## src/rtl/eq_share_arbiter.sv

```systemverilog
`default_nettype none
// ============================================================================
//  Module   : eq_share_arbiter
//  Purpose  : Time-shares a single registered equality comparator between
//             NREQ requesters. A round-robin arbiter picks one requester,
//             latches its operand pair, compares a == b in a dedicated cycle
//             and returns the result tagged with the requester id.
//  Revision : 1.0  initial release
// ----------------------------------------------------------------------------
//  Ports
//    clock      in   1           rising-edge clock
//    reset      in   1           asynchronous, active-low reset
//    req_valid  in   NREQ        requester i has an operand pair
//    req_ready  out  NREQ        one-hot grant (IDLE only, combinational)
//    req_a      in   NREQ*WIDTH  operand a, requester i at [i*WIDTH +: WIDTH]
//    req_b      in   NREQ*WIDTH  operand b, same packing as req_a
//    rsp_valid  out  1           result available
//    rsp_ready  in   1           consumer accepts result
//    rsp_id     out  IDW         requester owning the result
//    rsp_eq     out  1           1 when a == b
//    busy       out  1           FSM not in IDLE
//    match_cnt  out  CNTW        saturating count of retired matches
// ============================================================================
module eq_share_arbiter #(
    parameter int WIDTH = 8,
    parameter int NREQ  = 4,
    parameter int IDW   = 2,
    parameter int CNTW  = 16
) (
    input  logic                    clock,
    input  logic                    reset,
    input  logic [NREQ-1:0]         req_valid,
    output logic [NREQ-1:0]         req_ready,
    input  logic [NREQ*WIDTH-1:0]   req_a,
    input  logic [NREQ*WIDTH-1:0]   req_b,
    output logic                    rsp_valid,
    input  logic                    rsp_ready,
    output logic [IDW-1:0]          rsp_id,
    output logic                    rsp_eq,
    output logic                    busy,
    output logic [CNTW-1:0]         match_cnt
);

    // ------------------------------------------------------------------------
    // Elaboration-time parameter checks
    // ------------------------------------------------------------------------
    if (IDW != $clog2(NREQ)) begin : g_bad_idw
        $error("eq_share_arbiter: IDW must equal clog2(NREQ)");
    end
    if ((NREQ < 2) || (NREQ > 8)) begin : g_bad_nreq
        $error("eq_share_arbiter: NREQ must be in 2..8");
    end
    if (WIDTH < 1) begin : g_bad_width
        $error("eq_share_arbiter: WIDTH must be >= 1");
    end

    localparam logic [1:0] S_IDLE = 2'd0;
    localparam logic [1:0] S_CMP  = 2'd1;
    localparam logic [1:0] S_RESP = 2'd2;

    localparam logic [IDW-1:0] c_last_id = IDW'(NREQ - 1);

    logic [1:0]       r_state;
    logic [IDW-1:0]   r_ptr;
    logic [IDW-1:0]   r_id;
    logic [WIDTH-1:0] r_a;
    logic [WIDTH-1:0] r_b;
    logic             r_eq;
    logic             r_rsp_valid;
    logic             r_busy;
    logic [CNTW-1:0]  r_cnt;

    logic             w_found;
    logic [IDW-1:0]   w_grant;
    logic [IDW-1:0]   w_cand;
    int               w_idx;

    // ------------------------------------------------------------------------
    // Round-robin pick: scan offsets from the highest down so the candidate
    // closest to r_ptr (offset 0) is the last one written and therefore wins.
    // ------------------------------------------------------------------------
    always_comb begin
        w_found = 1'b0;
        w_grant = '0;
        w_cand  = '0;
        w_idx   = 0;
        for (int k = NREQ - 1; k >= 0; k--) begin
            w_idx = int'(r_ptr) + k;
            if (w_idx >= NREQ) begin
                w_idx = w_idx - NREQ;
            end
            w_cand = IDW'(w_idx);
            if (req_valid[w_cand]) begin
                w_found = 1'b1;
                w_grant = w_cand;
            end
        end
    end

    // Grant is offered only in IDLE; gating with reset keeps req_ready low
    // for the whole time reset is held, independent of the clock.
    always_comb begin
        req_ready = '0;
        if (reset && (r_state == S_IDLE) && w_found) begin
            req_ready[w_grant] = 1'b1;
        end
    end

    // ------------------------------------------------------------------------
    // Control FSM with registered outputs
    // ------------------------------------------------------------------------
    always_ff @(posedge clock or negedge reset) begin
        if (!reset) begin
            r_state     <= S_IDLE;
            r_ptr       <= '0;
            r_id        <= '0;
            r_a         <= '0;
            r_b         <= '0;
            r_eq        <= 1'b0;
            r_rsp_valid <= 1'b0;
            r_busy      <= 1'b0;
            r_cnt       <= '0;
        end else begin
            case (r_state)
                S_IDLE: begin
                    if (w_found) begin
                        r_a     <= req_a[w_grant*WIDTH +: WIDTH];
                        r_b     <= req_b[w_grant*WIDTH +: WIDTH];
                        r_id    <= w_grant;
                        r_busy  <= 1'b1;
                        r_state <= S_CMP;
                    end
                end
                S_CMP: begin
                    r_eq        <= (r_a == r_b);
                    r_rsp_valid <= 1'b1;
                    r_state     <= S_RESP;
                end
                S_RESP: begin
                    // The pointer moves only on retirement, so a stalled
                    // consumer never lets the arbiter skip past anyone.
                    if (rsp_ready) begin
                        r_ptr       <= (r_id == c_last_id) ? '0 : r_id + 1'b1;
                        if (r_eq && (r_cnt != '1)) begin
                            r_cnt <= r_cnt + 1'b1;
                        end
                        r_rsp_valid <= 1'b0;
                        r_busy      <= 1'b0;
                        r_state     <= S_IDLE;
                    end
                end
                default: begin
                    r_rsp_valid <= 1'b0;
                    r_busy      <= 1'b0;
                    r_state     <= S_IDLE;
                end
            endcase
        end
    end

    assign rsp_valid = r_rsp_valid;
    assign rsp_id    = r_id;
    assign rsp_eq    = r_eq;
    assign busy      = r_busy;
    assign match_cnt = r_cnt;

endmodule
`default_nettype wire
```

## config.mk

```make
export PLATFORM = sky130hd
export DESIGN_NAME = eq_share_arbiter
export DESIGN_NICKNAME = d
export VERILOG_FILES = /design/src/rtl/eq_share_arbiter.sv
export SDC_FILE = /design/constraint.sdc
export NUM_CORES = 1
export LEC_CHECK = 0
export ABC_CLOCK_PERIOD_IN_PS = 2500
export BUFFER_PORTS_ARGS = -buffer_cell sky130_fd_sc_hd__clkbuf_2
export CAP_MARGIN = 10
export CORE_MARGIN = 8
export CORE_UTILIZATION = 49
export CTS_CLUSTER_SIZE = 20
export DETAILED_ROUTE_END_ITERATION = 6
export PLACE_DENSITY = 0.83
export SLEW_MARGIN = 30
export SYNTH_ARGS = -nofsm -noshare
export SYNTH_HDL_FRONTEND = slang
export SYNTH_SLANG_ARGS = --single-unit
```

## constraint.sdc

```tcl
create_clock -name clock -period 2.5 [get_ports clock]
set_input_delay 0.375 -clock clock [delete_from_list [all_inputs] [get_ports clock]]
set_output_delay 0.375 -clock clock [all_outputs]
set_load 0.01 [all_outputs]
```

==> results of run 1 <==
layout by cell type (no fill, tap or decap), types with 2 or more instances in the layout:
master     n
nor3_1     6
clkbuf_8   5
a21oi_1   17
clkbuf_2  95
inv_1      3
mux2_4     7
ha_1       2
nor4_1     3
nand3_1   22
nor2_1    15
o21ai_0   19
nand3b_1   2
nand2b_1   4
xnor2_1   15
nand4_1    7
a21o_1     2
xor2_1     7
nand2_1   16
dfrtp_1   41
o31ai_1    2
buf_4      7
a221o_1   16
mux2_2    12
critical path: cells and delay by family, from the launching register on:
family                 cells  cell delay (ns)
flip-flops                 1             0.44
AND/OR/NAND/NOR            3             0.70
AO/OA/AOI/OAI              1             0.20
buffers and inverters      1             0.17
state kept, by name, summed over array words and instances (netlist names):
| signal | flops |
|---|---|
| rsp_eq | 1 |
| r_b | 8 |
| match_cnt | 16 |
| r_state | 2 |
| busy | 1 |
| r_a | 8 |
| rsp_valid | 1 |
| rsp_id | 2 |
| r_ptr | 2 |
synth_stat cells (4+ instances only):
cell type   n
a221o_1    16
mux2_4      7
nand2b_1    4
a21oi_1    17
nor2_1     16
nand4_1     7
dfrtp_1    41
xnor2_1    15
clkbuf_1    6
xor2_1      7
o21ai_0    19
nor3_1      6
nand3_1    22
nand2_1    16
mux2_2     12
stage by stage:
stage | instance area [sq um] | total power, mW | setup WS, ns
after floorplan | 2406 | 1.912 | 0.6079
after global placement | 2969 | 2.209 | 0.2358
after detailed placement | 2972 | 2.248 | 0.5075
after CTS | 3075 | 2.764 | 0.3090
after global routing | 3075 | 2.933 | 0.1865
final | 3075 | 2.744 | 0.3214
final cells by class:
type | count | area share [%]
Clock inverter | 2 | 1.139
Timing Repair Buffer | 102 | 17.17
Clock buffer | 5 | 2.238
Sequential cell | 41 | 33.36
Inverter | 3 | 0.3662
Multi-Input combinational cell | 190 | 43.00
Tap cell | 67 | 2.726
cells by family (layout without fill, tap and decap cells):
group	count (synthesis)	after routing	share of synthesized area, %
muxes	19	19	9.984
xor gates and xnor gates	22	22	8.009
buffers and inverters	13	112	2.496
adders and majority gates	2	2	1.040
DFF	41	41	42.64
and+or+nand+nor	84	84	17.73
AOI/OAI and AO/OA	63	63	18.10
layer usage:
| metal | vias to the layer above | part of all wire (%) |
|---|---|---|
| met2 | 92 | 51 |
| met5 | - | 0 |
| li1 | 1106 | - |
| met3 | 10 | 6.8 |
| met4 | 0 | 1.4 |
| met1 | 1054 | 41 |
worst max-delay path by stage:
stage               cells past startpoint            endpoint  slack (ns)
global route                            5        req_ready[1]        0.19
floorplan                               7  r_a[2]$_DFFE_PN0P_        0.61
CTS                                     5        req_ready[1]        0.31
global placement                        6  r_a[0]$_DFFE_PN0P_        0.24
detailed placement                      6  r_b[0]$_DFFE_PN0P_        0.51
finish                                  5        req_ready[1]        0.32
power breakdown:
part	internal, mW	total, mW	leakage, nW	switching [mW]
registers	0.861	1.04	0.527	0.176
clock network	0.290	0.506	0.0540	0.216
logic	0.598	1.20	0.916	0.602
total	1.75	2.74	1.50	0.994
==> flow_metrics.env, run 1 <==
export IMPL_status="finished clean"
export IMPL_cts_made_buffers=5
export IMPL_regArea_sq_um=1026
export IMPL_synthArstFlopShare_pct=100.0
export IMPL_area_growth_syn_to_layout_pct=27.82
export IMPL_drc=0
export IMPL_fmax_mhz=459.0
export IMPL_fin_setup_tns_ns=0
export IMPL_synth_distinct_cells=38
export IMPL_grt_pass1_vias=2379
export IMPL_nets=416
export IMPL_synth_ff_type="dfrtp_1"
export IMPL_max_slew_margin_pct=56.31
export IMPL_worst_path_largest_cell_delay_ns=0.44
export IMPL_tightestPinTransition_ns=0.6524
export IMPL_cp_slowest_cell="dfrtp_1"
export IMPL_rsz0062_at_grt="false"
export IMPL_routed_wl_mm=6.382
export IMPL_ys_top_cells_by_area="dfrtp_1 (43%), a221o_1 (6.7%), mux2_2 (5.6%)"
export IMPL_cts_tree="yes"
export IMPL_avgViaCountPerCell=5.517
export IMPL_fin_worst_skew_ns=0.009066
export IMPL_cts_resized=0
export IMPL_path_cells="and3b_1 > a31oi_4 > nand2_4 > nor3_1 > clkbuf_2"
export IMPL_syn_inst=244
export IMPL_finalHoldViolations=0
export IMPL_fin_util_pct=65.11
export IMPL_r2r_start="r_ptr[1]$_DFFE_PN0P_"
export IMPL_fp_dieH_microns=86.08
export IMPL_grt_util_all_layers_pct=17.58
export IMPL_slew_viol_final=0
export IMPL_worstReg2RegEnd="r_b[0]$_DFFE_PN0P_"
export IMPL_overflow=0
export IMPL_arrival_ns=1.80
export IMPL_multiInputGateArea_sq_um=1323
export IMPL_vias=2262
export IMPL_rr_worst_depth=5
export IMPL_grt_first_pass_wirelength_mm=10.43
export IMPL_drive_gt1_share_pct=38.78
export IMPL_clk_latency_ns=0.29
export IMPL_die_x_microns=86.08
export IMPL_antenna_left=0
export IMPL_grt_antenna_before_repair=0
export IMPL_hold_ws_ns=0.1440
export IMPL_setup_viol=0
export IMPL_fp_dieArea_sq_um=7409
export IMPL_start_util_pct=50.94
export IMPL_cts_root_buf="clkbuf_8"
export IMPL_required_ns=2.12
export IMPL_r2r_setup_slack_ns=0.53
export IMPL_ys_seq_area_share_pct=42.64
export IMPL_syn_area_sq_um=2406
export IMPL_vdd_drop_max_mv=0.4025
export IMPL_synth_avg_cell_area_sq_um=9.861
export IMPL_antenna_cells=0
export IMPL_ys_seq_elements=41
export IMPL_grt_max_degree=42
export IMPL_min_path_type="in2async"
export IMPL_synth_nets=317
export IMPL_htreeDepth=2
export IMPL_final_cell_count_no_fill=410
export IMPL_synth_edf_count=0
export IMPL_grtUsageMet2_pct=30.37
export IMPL_cts_setup_buffers=0
export IMPL_routedWlPerCell_microns=15.57
export IMPL_nFillCells=384
export IMPL_startpoint_type="flop"
export IMPL_drt_first_iter_violations=169
export IMPL_p_per_area_nw_per_um2=892.2
export IMPL_clk_pin_slew_ns=0.08
export IMPL_firstDrtPassIters=4
export IMPL_critPathLaunch="r_ptr[1]$_DFFE_PN0P_"
export IMPL_gr_usage_met1_pct=20.35
export IMPL_yosysTopAreaCell="dfrtp_1"
export IMPL_cap_violations=0
export IMPL_critical_path_class="reg2out"
export IMPL_postCtsHoldBufs=0
export IMPL_clockBufferDepth=2
export IMPL_core_area_sq_um=4723
export IMPL_use_met3_pct=5.253
export IMPL_dpl_cell_count=403
export IMPL_place_gp_congestion=0.8590
export IMPL_cts_sinks=41
export IMPL_worstPathMaxFanout=19
export IMPL_synth_top_area_share_pct=42.64
export IMPL_place_hpwl_mm=4.957
export IMPL_yosys_warnings=0
export IMPL_io_pins=96
export IMPL_period_needed_ns=2.179
export IMPL_busiest_layer="met2"
export IMPL_min_period_over_period_pct=87.14
export IMPL_portBuffers=95
export IMPL_endpoint_kind="output pin"
export IMPL_p_leak_nw=1.497
export IMPL_rows=25
(Power assumes the default switching activity.)
==> inputs of run 2 (changes only) <==
- CAP_MARGIN: 10 -> not set
- PLACE_DENSITY: 0.83 -> not set
- PLACE_DENSITY_LB_ADDON: not set -> 0.3
==> flow_metrics.env, run 2 (synthesis gave the netlist of run 1 again) <==
export IMPL_fin_setup_tns_ns=0
export IMPL_die_x_microns=86.08
export IMPL_start_util_pct=50.94
export IMPL_final_cell_mix="clkbuf_2 (95), dfrtp_1 (41), nand3_1 (22)"
export IMPL_cap_violations=0
export IMPL_cts_resized=0
export IMPL_fmax_mhz=427.3
export IMPL_cts_tree="yes"
export IMPL_firstDrtPassIters=4
export IMPL_p_leak_nw=1.498
export IMPL_cts_made_buffers=5
export IMPL_p_per_area_nw_per_um2=896.8
export IMPL_area_growth_syn_to_layout_pct=28.29
export IMPL_io_pins=96
export IMPL_overflow=0
export IMPL_finalHoldViolations=0
export IMPL_rows=25
export IMPL_period_needed_ns=2.341
export IMPL_grt_antenna_before_repair=0
export IMPL_grt_pass1_vias=2377
export IMPL_clockBufferDepth=2
export IMPL_final_cell_count_no_fill=411
export IMPL_antenna_left=0
export IMPL_grt_max_degree=42
export IMPL_clk_pin_slew_ns=0.08
export IMPL_p_int_mw=1.757
export IMPL_postCtsHoldBufs=0
export IMPL_nets=416
export IMPL_rsz0062_at_grt="false"
export IMPL_vdd_drop_max_mv=0.4578
export IMPL_switching_share_pct=36.54
export IMPL_min_period_over_period_pct=93.62
export IMPL_clkPwrFrac_pct=19.2
export IMPL_portBuffers=95
export IMPL_cts_root_buf="clkbuf_8"
export IMPL_core_area_sq_um=4723
export IMPL_cts_sinks=41
export IMPL_drive_gt1_share_pct=38.95
export IMPL_endpoint_kind="output pin"
export IMPL_antenna_cells=0
export IMPL_grt_first_pass_wirelength_mm=10.67
export IMPL_arrival_ns=1.97
export IMPL_status="finished clean"
export IMPL_hold_ws_ns=0.1690
export IMPL_max_slew_margin_pct=56.03
export IMPL_seqPwrFrac_pct=37.5
export IMPL_cts_setup_buffers=0
export IMPL_place_gp_congestion=0.8093
export IMPL_min_path_type="in2async"
export IMPL_drc=0
export IMPL_avgViaCountPerCell=5.506
export IMPL_combPwrFrac_pct=43.3
export IMPL_fp_dieH_microns=86.08
export IMPL_vias=2263
export IMPL_setup_viol=0
export IMPL_place_hpwl_mm=4.961
export IMPL_grt_util_all_layers_pct=17.82
export IMPL_critical_path_class="reg2out"
export IMPL_slew_viol_final=0
export IMPL_fp_dieArea_sq_um=7409
export IMPL_power_switching_mw=1.011
export IMPL_tightestPinTransition_ns=0.6588
export IMPL_required_ns=2.12
export IMPL_largest_reg_flops=16
export IMPL_fin_worst_skew_ns=0.01020
export IMPL_dpl_cell_count=403
export IMPL_htreeDepth=2
export IMPL_worstPathMaxFanout=17
export IMPL_routedWlPerCell_microns=15.59
export IMPL_routed_wl_mm=6.408
export IMPL_drt_first_iter_violations=102
export IMPL_rr_worst_depth=5
export IMPL_clk_latency_ns=0.29
export IMPL_layout_commonest_cell="clkbuf_2"
export IMPL_startpoint_type="flop"
-- run 2: cell types whose count changed in the layout (fill, tap and decap cells not counted), sizes merged --
cell,before,now
clkinvlp,0,1
-- run 2: through the flow --
stage	area [sq um]	utilization (%)	power, mW	setup slack (ns)
2_1_floorplan	2406	-	1.912	0.6079
3_3_place_gp	2969	62.86	2.214	0.2332
3_5_place_dp	2972	62.91	2.255	0.2155
4_1_cts	3087	65.35	2.791	0.1500
5_1_grt	3087	65.35	2.958	0.02730
6_report	3087	65.35	2.768	0.1595
-- run 2: worst paths after layout --
path / start / slack (ns) / to
max in group asynchronous: reset / 1.98 / r_a[3]$_DFFE_PN0P_
min in group clock: rsp_ready / 0.40 / rsp_valid$_DFFE_PN0P_
worst max register to register: r_ptr[1]$_DFFE_PN0P_ / 0.53 / r_b[2]$_DFFE_PN0P_
worst min register to register: rsp_valid$_DFFE_PN0P_ / 0.48 / rsp_valid$_DFFE_PN0P_
worst max-delay path: r_state[1]$_DFFE_PN0P_ / 0.16 / req_ready[3]
worst min-delay path: reset / 0.17 / busy$_DFFE_PN0P_
-- run 2: area by class of cell --
cell class                 count  area, sq um
sequential                    41         1026
multi-input combinational    190         1323
clock buffer                   5        68.82
timing repair buffer         102        528.0
inverter                       3        11.26
fill                         402         1637
tap                           67        83.83
clock inverter                 3        46.29
-- run 2: per-layer routing --
layer  global-route usage, %  routed length [microns]
met4                   8.758                      215
met1                   20.06                     2604
met2                   29.67                     3088
met3                   5.635                      499
met5                       0                        0
-- run 2: power groups by stage --
stage | combinational [mW] | clock (mW) | sequential, mW
6_report | 1.20 | 0.531 | 1.04
5_1_grt | 1.32 | 0.569 | 1.07
4_1_cts | 1.21 | 0.544 | 1.04
3_5_place_dp | 1.21 | 0 | 1.05
3_3_place_gp | 1.17 | 0 | 1.04
2_1_floorplan | 0.894 | 0 | 1.02
-- run 2: worst max-delay path, stage by stage (launching register included) --
cell and delay (ns):
dfrtp_1 0.44, or3_1 0.46, buf_4 0.23, inv_1 0.10, nand2_1 0.10, nor3_1 0.17
clkbuf_2 0.17
